`src/rtl/oam_dma_pkg.sv`:
```
// Shared CPU package: DMA state type and the fixed addresses and lengths
// the OAM DMA engine is built around.
package oam_dma_pkg;

  typedef enum logic [1:0] {
    DmaIdle,
    DmaStart,
    DmaActive
  } dma_state_e;

  localparam logic [15:0] DMA_REG_ADDR = 16'hFF46;
  localparam int unsigned DMA_LEN      = 160;
  localparam logic [7:0]  HIGH_PAGE    = 8'hFF;
  localparam logic [7:0]  LAST_INDEX   = 8'(DMA_LEN - 1);

endpackage

```
`src/rtl/oam_dma.sv`:
```
// OAM DMA engine: copies 160 bytes from {src_hi, 00..9F} into OAM, one byte
// per M-cycle, sharing the system bus with the CPU. The CPU keeps the bus for
// high-page (0xFF00+) accesses; any other M-cycle during a transfer belongs
// to the DMA and the CPU is locked out (reads see 0xFF, writes are dropped).
module oam_dma
  import oam_dma_pkg::*;
(
  input  logic        clk,
  input  logic        reset_n,
  input  logic [1:0]  t_cycle,
  input  logic [15:0] cpu_addr,
  input  logic        cpu_enable,
  input  logic        cpu_write,
  input  logic [7:0]  cpu_wdata,
  output logic [7:0]  cpu_rdata,
  output logic [15:0] bus_addr,
  output logic        bus_enable,
  output logic        bus_write,
  output logic [7:0]  bus_wdata,
  input  logic [7:0]  bus_rdata,
  output logic [7:0]  oam_addr,
  output logic        oam_write,
  output logic [7:0]  oam_wdata,
  output logic        dma_active
);

  dma_state_e state_reg, state_next;
  logic [7:0] index_reg, index_next;
  logic [7:0] src_hi_reg, src_hi_next;
  logic       owner_dma_reg;
  logic       owner_dma_sample;
  logic       owner_dma;
  logic       last_t;
  logic       reg_hit;
  logic       reg_write;

  assign last_t    = (t_cycle == 2'd3);
  assign reg_hit   = cpu_enable && (cpu_addr == DMA_REG_ADDR);
  assign reg_write = reg_hit && cpu_write && last_t;

  // The DMA owns an M-cycle only while transferring and the CPU is not
  // touching the high page. The decision is taken at T0 and held to T3; at
  // T0 itself the fresh value is used so ownership covers the whole M-cycle.
  assign owner_dma_sample = (state_reg == DmaActive) &&
                            !(cpu_enable && (cpu_addr[15:8] == HIGH_PAGE));
  assign owner_dma = reset_n &&
                     ((t_cycle == 2'd0) ? owner_dma_sample : owner_dma_reg);

  assign dma_active = (state_reg != DmaIdle);

  // State, index, source page and ownership registers.
  always_ff @(posedge clk) begin
    if (!reset_n) begin
      state_reg     <= DmaIdle;
      index_reg     <= 8'h00;
      src_hi_reg    <= 8'h00;
      owner_dma_reg <= 1'b0;
    end else begin
      state_reg  <= state_next;
      index_reg  <= index_next;
      src_hi_reg <= src_hi_next;
      if (t_cycle == 2'd0) begin
        owner_dma_reg <= owner_dma_sample;
      end
    end
  end

  // Next state: a DMA register write restarts from any state and wins over
  // the last-byte completion; everything else moves only at T3.
  always_comb begin
    state_next  = state_reg;
    index_next  = index_reg;
    src_hi_next = src_hi_reg;
    if (reg_write) begin
      src_hi_next = cpu_wdata;
      state_next  = DmaStart;
      index_next  = 8'h00;
    end else if (last_t) begin
      case (state_reg)
        DmaStart: state_next = DmaActive;
        DmaActive: begin
          if (owner_dma) begin
            if (index_reg == LAST_INDEX) begin
              state_next = DmaIdle;
              index_next = 8'h00;
            end else begin
              index_next = index_reg + 8'd1;
            end
          end
        end
        default: state_next = state_reg;
      endcase
    end
  end

  // Bus mux: CPU pass-through by default, DMA read + OAM write when owned.
  always_comb begin
    bus_addr   = cpu_addr;
    bus_enable = cpu_enable;
    bus_write  = cpu_write;
    bus_wdata  = cpu_wdata;
    cpu_rdata  = reg_hit ? src_hi_reg : bus_rdata;
    oam_write  = 1'b0;
    oam_addr   = index_reg;
    oam_wdata  = bus_rdata;
    if (owner_dma) begin
      bus_addr   = {src_hi_reg, index_reg};
      bus_enable = 1'b1;
      bus_write  = 1'b0;
      bus_wdata  = 8'h00;
      cpu_rdata  = 8'hFF;
      oam_write  = last_t;
    end
  end

endmodule

```
`config.mk`:
```
export PLATFORM = sky130hd
export DESIGN_NAME = oam_dma
export DESIGN_NICKNAME = d
export VERILOG_FILES = /design/src/rtl/oam_dma_pkg.sv /design/src/rtl/oam_dma.sv
export SDC_FILE = /design/constraint.sdc
export NUM_CORES = 1
export LEC_CHECK = 0
export CORE_UTILIZATION = 33
export CTS_CLUSTER_DIAMETER = 120
export DETAILED_ROUTE_END_ITERATION = 7
export PLACE_DENSITY = 0.79
export SETUP_SLACK_MARGIN = 0.4
export SKIP_LAST_GASP = 1
export SLEW_MARGIN = 40
export SYNTH_ARGS = -nofsm -noshare
export SYNTH_HDL_FRONTEND = slang
export SYNTH_SLANG_ARGS = --single-unit
```
`constraint.sdc`:
```
create_clock -name clk -period 2.29 [get_ports clk]
set_input_delay 0.458 -clock clk [delete_from_list [all_inputs] [get_ports clk]]
set_output_delay 0.458 -clock clk [all_outputs]
set_load 0.02 [all_outputs]
```
# [After elaboration in Yosys (flattened, before gate mapping)]
# Cells that the tools add are included.
[totals] ff_bits=19 latchBits=0 ram_bits=0 mem_bits_ro=0 inputBits=38 output_inout_bits=52 wordCells=47 memories=0
[op_classes] addsub=1 mul=0 n_div=0 n_lt_le_gt_ge=0 n_eq_ne=10 n_shift=0 n_mux=14 bitwise_logic=1 n_reduce_logical=16
[ops] op="$mux W8" n=4
[ops] op="$eq A16 B16 Y1 const B" n=1
[ops] op="$eq A8 B8 Y1 const B" n=2
[ops] op="$mux W16" n=1
[ops] op="$add A8 B1 Y8 const B" n=1
[ops] op="$reduce_and A4 Y1" n=2
[ops] op="$logic_and A1 B1 Y1" n=6
[ops] op="$mux W1" n=6
[ops] op="$reduce_bool A2 Y1" n=3
[ops] op="$eq A2 B2 Y1 const B" n=2
[ops] op="$mux W2" n=2
[ops] op="$pmux W2 S2" n=1
[ops] op="$ne A3 B2 Y1 const B" n=1
[ops] op="$ne A3 B3 Y1 const B" n=1
[ops] op="$reduce_and A3 Y1" n=1
[ops] op="$reduce_bool A3 Y1" n=1
[ops] op="$eq A2 B1 Y1 const B" n=1
[ops] op="$logic_not A2 Y1" n=1
[ops] op="$ne A2 B1 Y1 const B" n=1
[ops] op="$ne A2 B2 Y1 const B" n=1
[ops] op="$reduce_or A2 Y1" n=1
[ops] op="$logic_not A1 Y1" n=1
[ops] op="$not A1 Y1" n=1

# [Logic depth before layout (Yosys ltp)]
# Gate-level depths: netlist (run 1).
[depth] ltp_word=10 mapped_depth=6 ltp_nobuf=5

# [Worst setup path after synthesis (run 1)]
# OpenSTA, ideal clock, no wires.
[synth_path] kind="input to output" startpoint="input t_cycle[1]" endpoint="output bus_addr[11]" t_arrival_ns=2.008 required_ns=1.832 slack_ns=-0.176 path_stages=5 n_path_buf=1 path_cell_list="or4b_1 > a21oi_1 > a21boi_4 > clkbuf_2 > mux2_1"
[synth_between] elab_chain_cells=4
[synth_rtl] element="start: declaration" line="oam_dma.sv:10" source="input logic [1:0] t_cycle,"
[synth_rtl] element="$logic_not A2 Y1" line="oam_dma.sv:47" source="((t_cycle == 2'd0) ? owner_dma_sample : owner_dma_reg);"
[synth_rtl] element="$mux W1" line="oam_dma.sv:47"
[synth_rtl] element="$logic_and A1 B1 Y1" line="oam_dma.sv:46" source="assign owner_dma = reset_n &&"
[synth_rtl] element="$mux W16" line="oam_dma.sv:106" source="if (owner_dma) begin"
[synth_rtl] element="end: declaration" line="oam_dma.sv:16" source="output logic [15:0] bus_addr,"
# Every way passes these cells.

# [Worst setup path in the final report (run 1)]
[layout_path] startpoint="input t_cycle[1]" endpoint="output bus_addr[5]"
# Same word-level chain as after synthesis.

==> flow_summary.toml, run 1 <==
[layout]
design_area_um2 = 2892
antenna_cells = 0
final_nets = 321
areaGrowthSynthToFinish_pct = 103.4
fill_cells = 297
drive_gt1_share_pct = 43.06
fin_util_pct = 71.26

[setup_path]
max_stage_delay_ns = 0.52
critPathSlowestCell = "or4b_4"
worst-path-buf-inv = 4
path_max_fanout = 5
crit_required_ns = 1.83
critPathKind = "input pin to output pin"
critPathLaunchType = "input pin"
arrival_ns = 2.20
cp-end-kind = "output pin"
crit_path_frequent_cell = "buf_6"
path_cells = "buf_6, or4b_4, a21oi_2, a21boi_4, buf_6, buf_16, mux2_4, buf_6"
rrSetupSlack_ns = 0.59
crit_family = "simple AND/OR/NAND/NOR gates"

[global_route]
grt_pass1_wl_um = 7824
grt_max_degree = 17
antenna_found_initial = 0
track_usage_pct = 22.51
grt-ovfl-total = 0
grt_pass1_vias = 1669

[clock_tree]
clockRootBuffer = "clkbuf_8"
clock-sinks = 19
path_clk_slew_ns = 0.07
cts_max_level = 1
ctsHoldBuffers = 0
cts_tree = "yes"
worstSkewPairLatency_ns = 0.25
clockBufferDepth = 2
cts_buffers = 3

[place]
port_buffers = 89
routabilityCongestion = 0.8792
dpl_cell_area_um2 = 2552
dp_hpwl_um = 3702

[floorplan]
fp.dieW_um = 67.63
row_count = 23
coreArea_um2 = 4058
pin_count = 90
die-area_um2 = 4574
die_y_um = 67.63
initial_core_util_pct = 35.03

[detailed_routing]
vias = 1696
first_pass_iters = 4
post_drt_wl_per_cell_um = 15.97
drcViolationCount = 0
totalWireLength_um = 5285
via_per_inst = 5.124
antenna_left = 0
initialDrtViolationCount = 70

[logic_synthesis]
synth_cell_types = 39
synth_edf_count = 0
async_reset_ff_share_pct = 0
yosysSeqAreaShare_pct = 26.76
yosys_warnings = 0
syn_area_per_cell_um2 = 8.511
synth_top_cells_by_count = "nand2_1 (23), dfxtp_1 (19), mux2_2 (15)"
ys.flop_type = "dfxtp_1"
yosysTopAreaCellShare_pct = 26.76
yosys.area.top_type = "dfxtp_1"
yosysMostFrequentCell = "nand2_1"
synthCells = 167
synth_fp_nets = 206
netlist_area_um2 = 1421
synth_area_leaders = "dfxtp_1 (27%), mux2_2 (12%), nand2_1 (6.1%), a311o_1 (5.6%), mux2i_1 (5.6%)"
yosys_register_bits = 19

[timing]
hold_violations = 0
final.setup.tns_ns = -10.49
slew_viol_final = 0
setup_ws_ns = -0.3694
fin_crit_ns = 2.659
whs_ns = 0.5079
fmax_ghz = 0.3760
finalSetupViolCount = 34
rsz0062_at_grt = "true"
fin_skew_ns = 0.001621
max_slew_margin_pct = 78.57
finalCritPeriodShare_pct = 116.1
tightest_slew_ns = 0.3172

[pwr]
total_power_w = 0.0008497
ir_drop_uv = 205.7
powerDensity_nw_per_um2 = 293.9
p_leak_nw = 1.348

[worst_hold_path]
hp-class = "flip-flop to flip-flop"

[flow_run]
maxCapViolations = 0

[run_status]
status = "finished with violations"
violations = "negative setup slack"
final timing paths:
check / from / cells past startpoint / endpoint
setup / recovery: t_cycle[1] / 8 / bus_addr[5]
hold / removal: src_hi_reg[2] / 2 / src_hi_reg[2]
setup reg to reg: state_reg[0] / 6 / owner_dma_reg
hold reg to reg: src_hi_reg[2] / 2 / src_hi_reg[2]
worst register-to-register path, stage by stage, from the launching register on:
cell      delay, ns
dfxtp_2        0.32
or4b_4         0.50
a21oi_2        0.15
a21boi_4       0.26
buf_6          0.16
buf_16         0.12
buf_8          0.12
power by group:
part / total (W) / leakage [nW] / switching (W) / internal (W)
clock network: 0.000225 / 0.0228 / 0.000102 / 0.000123
registers: 0.000336 / 0.154 / 0.00000360 / 0.000332
logic: 0.000289 / 1.17 / 0.000123 / 0.000166
total: 0.000850 / 1.35 / 0.000228 / 0.000621
per-stage QoR:
step / setup WS, ns / std cells
final: -0.3694 / 331
after CTS: -0.3752 / 331
after global routing: -0.4367 / 331
after global placement: -0.9661 / 318
after floorplan: -0.07343 / 167
after detailed placement: -1.023 / 318
final cells by class:
| class | count | area [um2] | share of cell area [%] |
|---|---|---|---|
| sequential | 19 | 381.6 | 13.20 |
| clock buffer | 4 | 45.04 | 1.558 |
| multi-input combinational | 127 | 1072 | 37.08 |
| timing repair buffer | 129 | 1323 | 45.74 |
| tap | 50 | 62.56 | 2.164 |
| inverter | 2 | 7.507 | 0.2596 |
placed cells by master (no fill, tap or decap), types with 2 or more instances in the layout:
master            n
mux2i_1           8
a21boi_0          8
o21ai_0           4
buf_4            28
dfxtp_1          18
clkbuf_8          3
nor3_1            2
nand2_1          23
xnor2_1           3
a21oi_1           6
dlymetal6s2s_1    3
a311o_1           8
buf_8             2
buf_2             2
or3_2             2
dlygate4sd2_1    23
nor2b_1           2
buf_6            40
nand3_1           6
clkdlybuf4s50_1  26
nor2b_4           6
inv_1             2
nand3_2           2
buf_12            2
nor2_1            6
nand4_1           2
mux2_4           16
buf_16            3
per-layer routing:
metal | share of wire (%) | global-route usage [%] | up-vias | routed length [um]
met4 | 1.2 | 9.574 | 0 | 61
met1 | 43 | 29.50 | 795 | 2263
met5 | 0 | 0 | - | 0
li1 | - | - | 840 | -
met2 | 52 | 37.75 | 55 | 2764
met3 | 3.7 | 1.182 | 6 | 195
repair_timing:
item                                    4_1_cts  5_1_grt
buffers inserted                              5        0
cloned                                        4        0
resized for setup                           250       31
pin swaps                                    12        6
endpoints found under the setup margin       63       46
cells by family after synthesis:
group	share of synthesized area, %
DFF	26.76
adders and majority gates	0.8801
and+or+nand+nor	26.59
AOI/OAI and AO/OA	17.08
xor gates and xnor gates	1.849
buffers and inverters	8.538
muxes	18.31
Note: power is estimated with default switching activity, not from simulation.
==> run 2: changes to the inputs <==
--- a/config.mk
+++ b/config.mk
@@ -5,10 +5,12 @@
 export SDC_FILE = /design/constraint.sdc
 export NUM_CORES = 1
 export LEC_CHECK = 0
-export CORE_UTILIZATION = 33
+export ABC_AREA = 1
+export CORE_UTILIZATION = 36
 export CTS_CLUSTER_DIAMETER = 120
 export DETAILED_ROUTE_END_ITERATION = 7
-export PLACE_DENSITY = 0.79
+export GPL_ROUTABILITY_DRIVEN = 0
+export PLACE_DENSITY = 0.8
 export SETUP_SLACK_MARGIN = 0.4
 export SKIP_LAST_GASP = 1
 export SLEW_MARGIN = 40
==> run 2 against run 1 <==
Net effect:
- the run now ends clean
- wire length increased by 21%
- non-clock buffer count is 7 lower
- count of clock-buffer cells in the layout shrank 1
- worst hold slack improved by 0.024 ns
- combinational power grew 65%
- sequential share of layout area shrank 1.6 points
- cell area up 14%
- critical path type unchanged
- critical endpoint is now cpu_rdata[4]
==> flow_summary.toml, run 2 <==
[worst_hold_path]
holdPathStages = 2
holdPathEnd = "state_reg[1]"
hold_path_startpoint = "state_reg[1]"
hp-class = "flip-flop to flip-flop"

[floorplan]
row_count = 24
die_y_um = 70.07
fp.dieW_um = 70.07
die-area_um2 = 4909
initial_core_util_pct = 37.78
pin_count = 90
coreArea_um2 = 4414

[logic_synthesis]
yosysMostFrequentCell = "nand2_1"
yosys_warnings = 0
synthCells = 261
netlist_area_um2 = 1668
syn_area_per_cell_um2 = 6.390
async_reset_ff_share_pct = 0
synth_area_leaders = "dfxtp_1 (23%), nand2_1 (18%), nand3_1 (7.8%), inv_1 (7.4%), nor2_1 (7.2%)"
synth_top_cells_by_count = "nand2_1 (80), inv_1 (33), nor2_1 (32)"
synth_top_family_by_area = "simple AND/OR/NAND/NOR gates"
synthXorXnorAreaFrac_pct = 1.050
synth-compound-area-share_pct = 10.13
yosysTopAreaCellShare_pct = 22.81
yosys.area.top_type = "dfxtp_1"
synth_edf_count = 0
muxShareOfSynthArea_pct = 0
synthSimpleGateAreaFrac_pct = 50.04
synth_fp_nets = 300
yosys_register_bits = 19
yosysSeqAreaShare_pct = 22.81
ys.flop_type = "dfxtp_1"
synth_cell_types = 29
synthAdderAreaFrac_pct = 0.7502

[place]
dp_cells = 409
dp_hpwl_um = 3786
port_buffers = 89

[clock_tree]
clockRootBuffer = "clkbuf_8"
clockBufferDepth = 2
clock-sinks = 19
path_clk_slew_ns = 0.09
cts_max_level = 1
cts_tree = "yes"
cts_buffers = 3
worstSkewPairLatency_ns = 0.27

[detailed_routing]
totalWireLength_um = 6402
vias = 2196
drcViolationCount = 0
post_drt_wl_per_cell_um = 15.03
first_pass_iters = 4
initialDrtViolationCount = 275
via_per_inst = 5.155
antenna_left = 0

[layout]
multiInputGateArea_um2 = 1374
fin_util_pct = 74.83
most-common-layout-cells = "buf_6 (47), nand2_1 (40), nand2_2 (32)"
final_common_cell = "buf_6"
final_nets = 414
fill_cells = 296
stdcell_count = 426
antenna_cells = 0
areaGrowthSynthToFinish_pct = 98.05
drive_gt1_share_pct = 51.34
layout.area.seq_um2 = 381.6

[global_route]
antenna_found_initial = 0
grt-ovfl-total = 0
grt_pass1_wl_um = 9501
grt_max_degree = 17
grt_pass1_vias = 2100
track_usage_pct = 23.56

[setup_path]
cp-end-kind = "output pin"
reg2regPathDepth = 6
arrival_ns = 1.64
critPathLaunch = "cpu_addr[15]"
critPathLaunchType = "input pin"
crit_required_ns = 1.83
reg2reg_from = "oam_addr[0]"
r2r-end = "state_reg[1]"
path_max_fanout = 8
rrSetupSlack_ns = 0.86
critPathKind = "input pin to output pin"

[timing]
hold_violations = 0
fmax_ghz = 0.4757
finalSetupViolCount = 0
fin_crit_ns = 2.102
fin_skew_ns = 0.001435
tightest_slew_ns = 0.2818
finalCritPeriodShare_pct = 91.80
max_slew_margin_pct = 81.02
rsz0062_at_grt = "true"
slew_viol_final = 0
whs_ns = 0.5318

[pwr]
ir_drop_uv = 298.9
p_leak_nw = 1.629
powerDensity_nw_per_um2 = 323.1

[flow_run]
maxCapViolations = 0

[run_status]
status = "finished, final reports clean"
[run 2: changes by cell type in the layout (fill, tap and decap cells not counted), moves of 9 or more]
cell	before	now
inv_1	2	28
nand2_2	0	32
dlygate4sd2_1	23	9
nor2_4	0	19
buf_4	28	19
nor2_1	6	20
nand3_1	6	20
mux2_4	16	0
nand2_4	0	12
nand2_1	23	40
[run 2: area by class of cell]
cell class | count | share of cell area [%]
repair buffers | 122 | 38.86
clock inverters | 1 | 0.2273
repair inverters | 1 | 0.3409
inverters | 35 | 4.205
clock buffers | 3 | 1.250
flip-flops and latches | 19 | 11.55
well taps | 52 | 1.970
multi-input cells | 193 | 41.59
[run 2: worst max path at each step]
stage | end | slack, ns | depth (start not counted)
after detailed placement | bus_addr[0] | -0.56 | 11
final | cpu_rdata[4] | 0.19 | 10
after floorplan | cpu_rdata[0] | 0.50 | 6
after global placement | bus_addr[14] | -0.57 | 11
after global routing | cpu_rdata[4] | 0.15 | 10
after CTS | cpu_rdata[6] | 0.25 | 10
[run 2: timing repair]
item,CTS,global route
pin swaps,26,30
buffers inserted,8,2
hold buffers,0,0
gates cloned,3,0
resized for setup,356,65
endpoints found under the setup margin,43,38
[run 2: cells by family (layout without fill, tap and decap cells)]
group / Yosys count / count (layout)
AOI/OAI and AO/OA: 21 / 21
DFF: 19 / 19
adders and majority gates: 1 / 1
and+or+nand+nor: 168 / 169
xor gates and xnor gates: 2 / 2
buffers and inverters: 50 / 162
[run 2: per-layer routing]
metal | GRT usage (%) | share of wire, % | vias up
met3 | 3.752 | 6.0 | 14
met1 | 28.65 | 39 | 1035
met5 | 0 | 0 | -
met2 | 42.52 | 53 | 104
met4 | 6.444 | 2.0 | 0
li1 | - | - | 1043
[run 2: power breakdown]
group	leakage, nW	internal [W]	total (W)	switching [W]
Sequential	0.154	0.000331	0.000333	0.00000163
Combinational	1.45	0.000234	0.000477	0.000243
Clock	0.0217	0.000123	0.000258	0.000135
Total	1.63	0.000688	0.00107	0.000380
[run 2: stage by stage]
step / setup slack [ns] / power [W] / area, um2 / TNS, ns
after floorplan: 0.5014 / 0.0005093 / 1668 / 0
after global placement: -0.5670 / 0.0007098 / 2716 / -18.28
after detailed placement: -0.5613 / 0.0007118 / 2716 / -18.26
after CTS: 0.2460 / 0.001010 / 3083 / 0
after global routing: 0.1519 / 0.001106 / 3303 / 0
final: 0.1878 / 0.001067 / 3303 / 0
[run 2: worst max-delay path: stages]
cell      delay [ns]
buf_8           0.09
nand2_4         0.06
nor2_4          0.13
nand2_2         0.09
nor2_4          0.14
nand2_4         0.09
buf_6           0.13
buf_12          0.13
o211ai_4        0.19
buf_6           0.14
